`src/rtl/div_pkg.sv`:
```
// div_pkg: shared state type and constants for the sequential divider.
// The DIV_FASTPATH_EN option itself lives in seq_divider16by8.
package div_pkg;

    localparam int DIV_DW = 8;
    localparam int DIV_ITER = DIV_DW;

    localparam logic [DIV_DW-1:0] QUOT_SAT = '1;

    typedef enum logic [1:0] {
        IDLE,
        CALC,
        DONE
    } div_state_t;

endpackage

```
`src/rtl/div_step.sv`:
```
// div_step: one combinational restoring-division step.
// Kept standalone so an unrolled variant can chain copies of it.
module div_step
    import div_pkg::*;
#(
    parameter int DW = DIV_DW
) (
    input  logic [DW-1:0] r,
    input  logic          q_msb,
    input  logic [DW-1:0] d,
    output logic [DW-1:0] r_next,
    output logic          q_bit
);

    logic [DW:0]   sh;
    logic [DW-1:0] t;

    assign sh = {r, q_msb};

    // When the subtract succeeds the result is below d, so DW bits hold it.
    assign t      = sh[DW-1:0] - d;
    assign q_bit  = (sh >= {1'b0, d});
    assign r_next = q_bit ? t : sh[DW-1:0];

endmodule

```
`src/rtl/seq_divider16by8.sv`:
```
// seq_divider16by8: iterative restoring 2*DW / DW divider, one bit per cycle.
// Define DIV_FASTPATH_EN to finish divide-by-one and zero dividends at accept.
module seq_divider16by8
    import div_pkg::*;
#(
    parameter int DW = DIV_DW,
    parameter int CW = 4
) (
    input  logic          clk,
    input  logic          rst_n,
    input  logic          in_valid,
    output logic          in_ready,
    input  logic [2*DW-1:0] dividend,
    input  logic [DW-1:0] divisor,
    output logic          out_valid,
    input  logic          out_ready,
    output logic [DW-1:0] quotient,
    output logic [DW-1:0] remainder,
    output logic          ovf,
    output logic          busy
);

    localparam logic [DW-1:0] SAT =
        (DW == DIV_DW) ? QUOT_SAT : '1;

    div_state_t state_q, state_n;

    logic [DW-1:0] d_q, d_n;
    logic [DW-1:0] r_q, r_n;
    logic [DW-1:0] q_q, q_n;
    logic [CW-1:0] cnt_q, cnt_n;
    logic [DW-1:0] quot_q, quot_n;
    logic [DW-1:0] rem_q, rem_n;
    logic          ovf_q, ovf_n;
    logic          in_ready_q;
    logic          out_valid_q;
    logic          busy_q;

    logic [DW-1:0] div_hi, div_lo;
    logic [DW-1:0] r_step;
    logic          q_bit;
    logic          accept;
    logic          ovf_chk;

    assign div_hi  = dividend[2*DW-1:DW];
    assign div_lo  = dividend[DW-1:0];
    assign accept  = in_valid && in_ready_q;
    assign ovf_chk = (divisor == '0) || (div_hi >= divisor);

    div_step #(
        .DW(DW)
    ) u_step (
        .r      (r_q),
        .q_msb  (q_q[DW-1]),
        .d      (d_q),
        .r_next (r_step),
        .q_bit  (q_bit)
    );

    always_comb begin
        state_n = state_q;
        d_n     = d_q;
        r_n     = r_q;
        q_n     = q_q;
        cnt_n   = cnt_q;
        quot_n  = quot_q;
        rem_n   = rem_q;
        ovf_n   = ovf_q;
        unique case (state_q)
            IDLE: begin
                if (accept) begin
                    d_n = divisor;
                    if (ovf_chk) begin
                        quot_n  = SAT;
                        rem_n   = div_lo;
                        ovf_n   = 1'b1;
                        state_n = DONE;
                    end
`ifdef DIV_FASTPATH_EN
                    else if (divisor == DW'(1) ||
                             dividend == '0) begin
                        quot_n  = (divisor == DW'(1)) ?
                                  div_lo : '0;
                        rem_n   = '0;
                        ovf_n   = 1'b0;
                        state_n = DONE;
                    end
`endif
                    else begin
                        r_n     = div_hi;
                        q_n     = div_lo;
                        cnt_n   = CW'(DW - 1);
                        state_n = CALC;
                    end
                end
            end
            CALC: begin
                r_n = r_step;
                q_n = {q_q[DW-2:0], q_bit};
                if (cnt_q == '0) begin
                    quot_n  = {q_q[DW-2:0], q_bit};
                    rem_n   = r_step;
                    ovf_n   = 1'b0;
                    state_n = DONE;
                end else begin
                    cnt_n = cnt_q - 1'b1;
                end
            end
            DONE: begin
                if (out_ready) state_n = IDLE;
            end
            default: state_n = IDLE;
        endcase
    end

    // Handshake flags are registered from the next state.
    always_ff @(posedge clk or negedge rst_n) begin
        if (!rst_n) begin
            state_q     <= IDLE;
            d_q         <= '0;
            r_q         <= '0;
            q_q         <= '0;
            cnt_q       <= '0;
            quot_q      <= '0;
            rem_q       <= '0;
            ovf_q       <= 1'b0;
            in_ready_q  <= 1'b1;
            out_valid_q <= 1'b0;
            busy_q      <= 1'b0;
        end else begin
            state_q     <= state_n;
            d_q         <= d_n;
            r_q         <= r_n;
            q_q         <= q_n;
            cnt_q       <= cnt_n;
            quot_q      <= quot_n;
            rem_q       <= rem_n;
            ovf_q       <= ovf_n;
            in_ready_q  <= (state_n == IDLE);
            out_valid_q <= (state_n == DONE);
            busy_q      <= (state_n != IDLE);
        end
    end

    assign in_ready  = in_ready_q;
    assign out_valid = out_valid_q;
    assign quotient  = quot_q;
    assign remainder = rem_q;
    assign ovf       = ovf_q;
    assign busy      = busy_q;

endmodule

```
`config.mk`:
```
export PLATFORM = sky130hd
export DESIGN_NAME = seq_divider16by8
export DESIGN_NICKNAME = d
export VERILOG_FILES = /design/src/rtl/div_pkg.sv /design/src/rtl/div_step.sv /design/src/rtl/seq_divider16by8.sv
export SDC_FILE = /design/constraint.sdc
export NUM_CORES = 1
export LEC_CHECK = 0
export BUFFER_PORTS_ARGS = -buffer_cell sky130_fd_sc_hd__buf_2
export CORE_MARGIN = 5
export CORE_UTILIZATION = 47
export DETAILED_ROUTE_END_ITERATION = 8
export PLACE_DENSITY = 0.68
export SLEW_MARGIN = 20
export SYNTH_ARGS = -nofsm -noshare
export SYNTH_HDL_FRONTEND = slang
export SYNTH_SLANG_ARGS = --single-unit
export TNS_END_PERCENT = 5
```
`constraint.sdc`:
```
create_clock -name clk -period 2.9 [get_ports clk]
set_clock_uncertainty 0.1 [all_clocks]
set_input_delay 0.435 -clock clk [delete_from_list [all_inputs] [get_ports clk]]
set_output_delay 0.435 -clock clk [all_outputs]
set_load 0.01 [all_outputs]
```
==> out/metrics.csv, run 1 <==
metric,value,unit
status,finished clean,
post_cts_resize_count,0,
clk_latency,0.31,ns
syn-cell-area,3000,sq um
setup.worst_path.class,reg -> reg,
yosys_register_bits,50,
synth_edf_count,0,
first_pass_iters,4,
critPathMaxFanout,10,
grt_max_degree,51,
drt_iter0_markers,93,
post-route-drc-count,0,
maxSlewViolCount,0,
yosys.area.top_type,dfrtp_1,
netlist.area_leader.share,40.9,%
slew_headroom,45.3,%
crit_path_cell_trace,ha_1 > a21oi_2 > o221ai_2 > a21oi_4 > buf_4 > a211o_1 > nand3_1 > mux2_1,
yosysMostFrequentCell,dfrtp_1,
rsz0062_at_grt,no,
num_vias,2308,
dp_hpwl,4.88,mm
drv_cap,0,
grt_pass1_vias,2386,
ys.flop_type,dfrtp_1,
crit_path_top_delay_cell,dfrtp_1,
fin_crit_sh,86.4,%
cts_buffers,5,
synth_seq_area_share,41.7,%
hold_class,in -> async,
initial_utilization,47.8,%
syn_to_final_growth,14.2,%
layout.cells.non_filler,430,
cts_sinks,50,
cts_root_buf,clkbuf_8,
power.density,1270,nW/um^2
place_congestion,0.803,
max_stage_delay,0.42,ns
diodes,0,
ys_warn_count,0,
cts.clk_slew.worst_paths,0.11,ns
cp.buffers_inverters,1,
async_flop_share,100,%
peakVddDrop,636,uV
crit_family,compound AO/OA/AOI/OAI gates,
core-area,6280,sq um
synth.distinct_cells,58,
setup_tns,0,ns
port_buffers,47,
postRouteAntennaNets,0,
leakage,1.69,nW
place_inst,422,
cts_tree,yes,
critPathCaptureType,register,
via_per_inst,5.37,
tightest_slew,0.820,ns
wl,6.45,mm
setup-violations-final,0,
netlist_instances,303,
r2r-start,r_q[5]$_DFFE_PN0P_,
layout-drive-gt1-share,28.0,%
fp.dieArea,8080,sq um
setup.worst_path.start_class,register,
crit_start,r_q[5]$_DFFE_PN0P_,
synth_area_leaders,"dfrtp_1 41%, ha_1 7.1%, mux2_2 5.6%",
post_cts_buffers,0,
layout.nets,398,
period_needed,2.50,ns
synth_fp_nets,349,
grt_first_pass_wirelength,11.3,mm
die_h,89.9,um
cts_hold_buf,0,
boundaryPins,48,
track_usage,16.6,%
required,3.01,ns
postSynthAreaPerCell,9.90,sq um
clockBufferDepth,2,
htreeDepth,2,
arrival,2.61,ns
die_w,89.9,um
synth.top_cells.by_count,"49 x dfrtp_1, 45 x nand2_1, 29 x inv_1",
wire_per_inst,15.0,um
grt_overflow,0,
std_cell_rows,29,
hold_viol,0,
clock.fmax,0.399,GHz
antenna_found_initial,0,
## logic make-up after synthesis
family          share of synthesized area (%)
buf+inv                                  6.09
compound gates                           13.3
simple gates                             15.8
fa+ha+maj                                7.76
xor+xnor                                 1.17
mux                                      14.1
flops                                    41.7
## cell type report
class | instances | area (sq um)
fillers | 579 | 2850
multi-input cells | 213 | 1570
flip-flops and latches | 50 | 1250
repair buffers | 53 | 280
inverters | 29 | 109
well taps | 77 | 96.3
clock buffers | 6 | 82.6
clock inverters | 2 | 38.8
## registers in the layout, indices dropped and copies added, names as in the netlist
signal,cells
r_q,8
in_ready,1
ovf,1
remainder,8
q_q,8
quotient,8
out_valid,1
busy,1
d_q,8
cnt_q,4
state_q,2
## where the power goes
| group | leakage, nW | switching (mW) | internal (mW) |
|---|---|---|---|
| Sequential | 0.575 | 0.191 | 1.04 |
| Combinational | 1.06 | 1.43 | 1.14 |
| Clock | 0.0618 | 0.254 | 0.284 |
## worst paths after layout
path	endpoint	slack (ns)	cells past startpoint
max	r_q[6]$_DFFE_PN0P_	0.40	8
min	d_q[5]$_DFFE_PN0P_	0.11	2
max reg2reg	r_q[6]$_DFFE_PN0P_	0.40	8
min reg2reg	remainder[5]$_DFFE_PN0P_	0.40	1
max in group asynchronous	r_q[0]$_DFFE_PN0P_	2.13	2
min in group clk	d_q[6]$_DFFE_PN0P_	0.26	3
## cells in the final DEF, fill, tap and decap left out, types with 2 or more instances in the layout
cell	Yosys	final
a211o_1	2	2
a211oi_1	2	2
a21oi_1	8	8
a21oi_2	2	2
and2b_2	2	2
buf_2	2	47
buf_4	0	6
clkbuf_8	0	6
dfrtp_1	49	49
ha_1	17	17
inv_1	29	29
mux2_1	8	8
mux2_2	15	15
mux2i_1	15	15
nand2_1	45	45
nand2b_1	2	2
nand3_1	6	6
nand3b_1	2	2
nor2_1	24	24
nor2_2	2	2
nor2b_1	4	3
nor3b_1	2	2
o211ai_1	3	3
o21ai_0	13	13
o21ai_1	2	2
o21ai_4	2	2
o22ai_1	2	2
o311ai_1	2	2
or2_2	2	2
xnor2_1	3	3
## through the flow
| step | hold WS [ns] | cell area (sq um) | total power [mW] | utilization [%] | setup WS [ns] |
|---|---|---|---|---|---|
| after floorplan | 0.0394 | 3000 | 3.22 | - | 0.650 |
| after global placement | 0.373 | 3310 | 3.74 | 52.7 | 0.378 |
| after detailed placement | 0.381 | 3310 | 3.82 | 52.7 | 0.323 |
| after CTS | 0.147 | 3430 | 4.36 | 54.6 | 0.422 |
| after global routing | 0.175 | 3430 | 4.73 | 54.6 | 0.246 |
| final | 0.113 | 3430 | 4.34 | 54.6 | 0.396 |
## metal layers
metal	GRT usage, %	up-vias	wire length, um	part of all wire (%)
met5	0	-	0	0
met4	4.22	0	82	1.3
met3	3.42	8	180	2.8
met2	28.2	30	3230	50
met1	21.5	1132	2960	46
li1	-	1138	-	-
Note: power is estimated with default switching activity, not from simulation.
==> inputs of run 2 (changes only) <==
--- a/config.mk
+++ b/config.mk
@@ -6,10 +6,14 @@
 export NUM_CORES = 1
 export LEC_CHECK = 0
 export BUFFER_PORTS_ARGS = -buffer_cell sky130_fd_sc_hd__buf_2
+export CELL_PAD_IN_SITES_DETAIL_PLACEMENT = 1
+export CELL_PAD_IN_SITES_GLOBAL_PLACEMENT = 1
 export CORE_MARGIN = 5
-export CORE_UTILIZATION = 47
+export CORE_UTILIZATION = 44
+export CTS_CLUSTER_DIAMETER = 60
 export DETAILED_ROUTE_END_ITERATION = 8
-export PLACE_DENSITY = 0.68
+export GPL_TIMING_DRIVEN = 0
+export PLACE_DENSITY_LB_ADDON = 0.1
 export SLEW_MARGIN = 20
 export SYNTH_ARGS = -nofsm -noshare
 export SYNTH_HDL_FRONTEND = slang
==> run 2 against run 1 <==
- via count is 2.4% higher
- core utilization is 3.6 points lower
- largest power group unchanged
- power is 0.67% lower
- worst setup slack better by 0.015 ns
- critical path depth stayed put
- final cell count is 1.9% higher
- die area is 6.0% higher
==> out/metrics.csv, run 2 (same netlist as run 1, synthesis figures left out) <==
metric,value,unit
status,finished clean,
initial_utilization,44.7,%
grt_overflow,0,
drt_iter0_markers,63,
rsz0062_at_grt,no,
place_inst,430,
grt_pass1_vias,2609,
boundaryPins,48,
postRouteAntennaNets,0,
clk_latency,0.30,ns
highest_layer,met4,
post-place-ws,0.315,ns
hold_class,in -> async,
htreeDepth,2,
reg2reg_slack,0.41,ns
antenna_found_initial,0,
leakage,1.68,nW
holdWs,0.0515,ns
setup-violations-final,0,
final_common_cell,dfrtp_1,
post-route-drc-count,0,
wl_met1,3.29,mm
grt_first_pass_wirelength,12.7,mm
core-area,6720,sq um
cts.clk_slew.worst_paths,0.10,ns
grt_max_degree,51,
slew_headroom,56.3,%
dp_hpwl,5.92,mm
layout-drive-gt1-share,27.4,%
period_needed,2.49,ns
wl_met3,197,um
track_usage,18.6,%
die_w,92.6,um
cts_hold_buf,0,
critPathCaptureType,register,
r2r_cells,8,
required,2.99,ns
post_cts_resize_count,0,
wire_per_inst,16.9,um
place_congestion,0.859,
std_cell_rows,30,
wl_met2,3.88,mm
fin_crit_sh,85.8,%
port_buffers,47,
peakVddDrop,650,uV
clockBufferDepth,2,
syn_to_final_growth,14.3,%
nFillCells,795,
finalWorstSetupSlack,0.411,ns
multi_input_area,1570,sq um
cts_buffers,5,
first_pass_iters,4,
cts_root_buf,clkbuf_8,
power.density,1260,nW/um^2
cts_tree,yes,
tightest_slew,0.656,ns
clock.fmax,0.402,GHz
arrival,2.58,ns
setup.worst_path.start_class,register,
num_vias,2364,
maxSlewViolCount,0,
diodes,0,
via_per_inst,5.40,
wl,7.41,mm
final_cell_mix,"49 x dfrtp_1, 48 x buf_2, 45 x nand2_1",
final_util,51.0,%
layout.cells.non_filler,438,
setup_tns,0,ns
die_h,92.6,um
seq_area,1250,sq um
fp.dieArea,8570,sq um
setup.worst_path.class,reg -> reg,
layout.nets,403,
cts_sinks,50,
critPathMaxFanout,10,
post_cts_buffers,0,
drv_cap,0,
hold_viol,0,
run 2: cell count changes in the layout (fill, tap and decap cells not counted), moves of 2 or more:
| cell | previous run | this run |
|---|---|---|
| buf_1 | 0 | 2 |
| buf_4 | 6 | 1 |
| buf_6 | 0 | 4 |
| clkbuf_1 | 0 | 3 |
run 2: final timing paths:
check,from,to
max,r_q[5]$_DFFE_PN0P_,remainder[1]$_DFFE_PN0P_
min,rst_n,d_q[7]$_DFFE_PN0P_
max reg2reg,r_q[5]$_DFFE_PN0P_,remainder[1]$_DFFE_PN0P_
min reg2reg,remainder[5]$_DFFE_PN0P_,remainder[5]$_DFFE_PN0P_
max in group asynchronous,rst_n,q_q[7]$_DFFE_PN0P_
min in group clk,divisor[6],d_q[6]$_DFFE_PN0P_
run 2: final cells by class:
class / count / share of cell area, %
repair buffers: 47 / 6.93
well taps: 80 / 2.92
multi-input cells: 213 / 45.7
clock buffers: 5 / 2.01
inverters: 29 / 3.18
plain buffers: 11 / 2.15
flip-flops and latches: 50 / 36.5
clock inverters: 3 / 0.620
run 2: per-stage QoR:
stage               instance area (sq um)  power (mW)
finish                               3430        4.31
global route                         3430        4.75
CTS                                  3430        4.39
detailed placement                   3340        3.95
global placement                     3340        3.85
floorplan                            3000        3.22
run 2: where the power goes:
group          internal, mW  leakage (nW)  switching [mW]  total (mW)
Combinational          1.17          1.07            1.50        2.67
Clock                 0.170        0.0441           0.243       0.413
Sequential             1.04         0.575           0.190        1.23
run 2: metal layers:
metal	GRT usage (%)	up-vias
met5	0	-
met2	34.0	30
li1	-	1148
met1	23.1	1181
met3	2.92	5
met4	3.84	0
run 2: critical path, stage by stage, from the launching register on:
cell	delay, ns
dfrtp_1	0.42
ha_1	0.39
a21oi_2	0.24
o221ai_2	0.14
a21oi_4	0.26
buf_6	0.20
mux2i_1	0.28
nor2_1	0.08
mux2_2	0.26
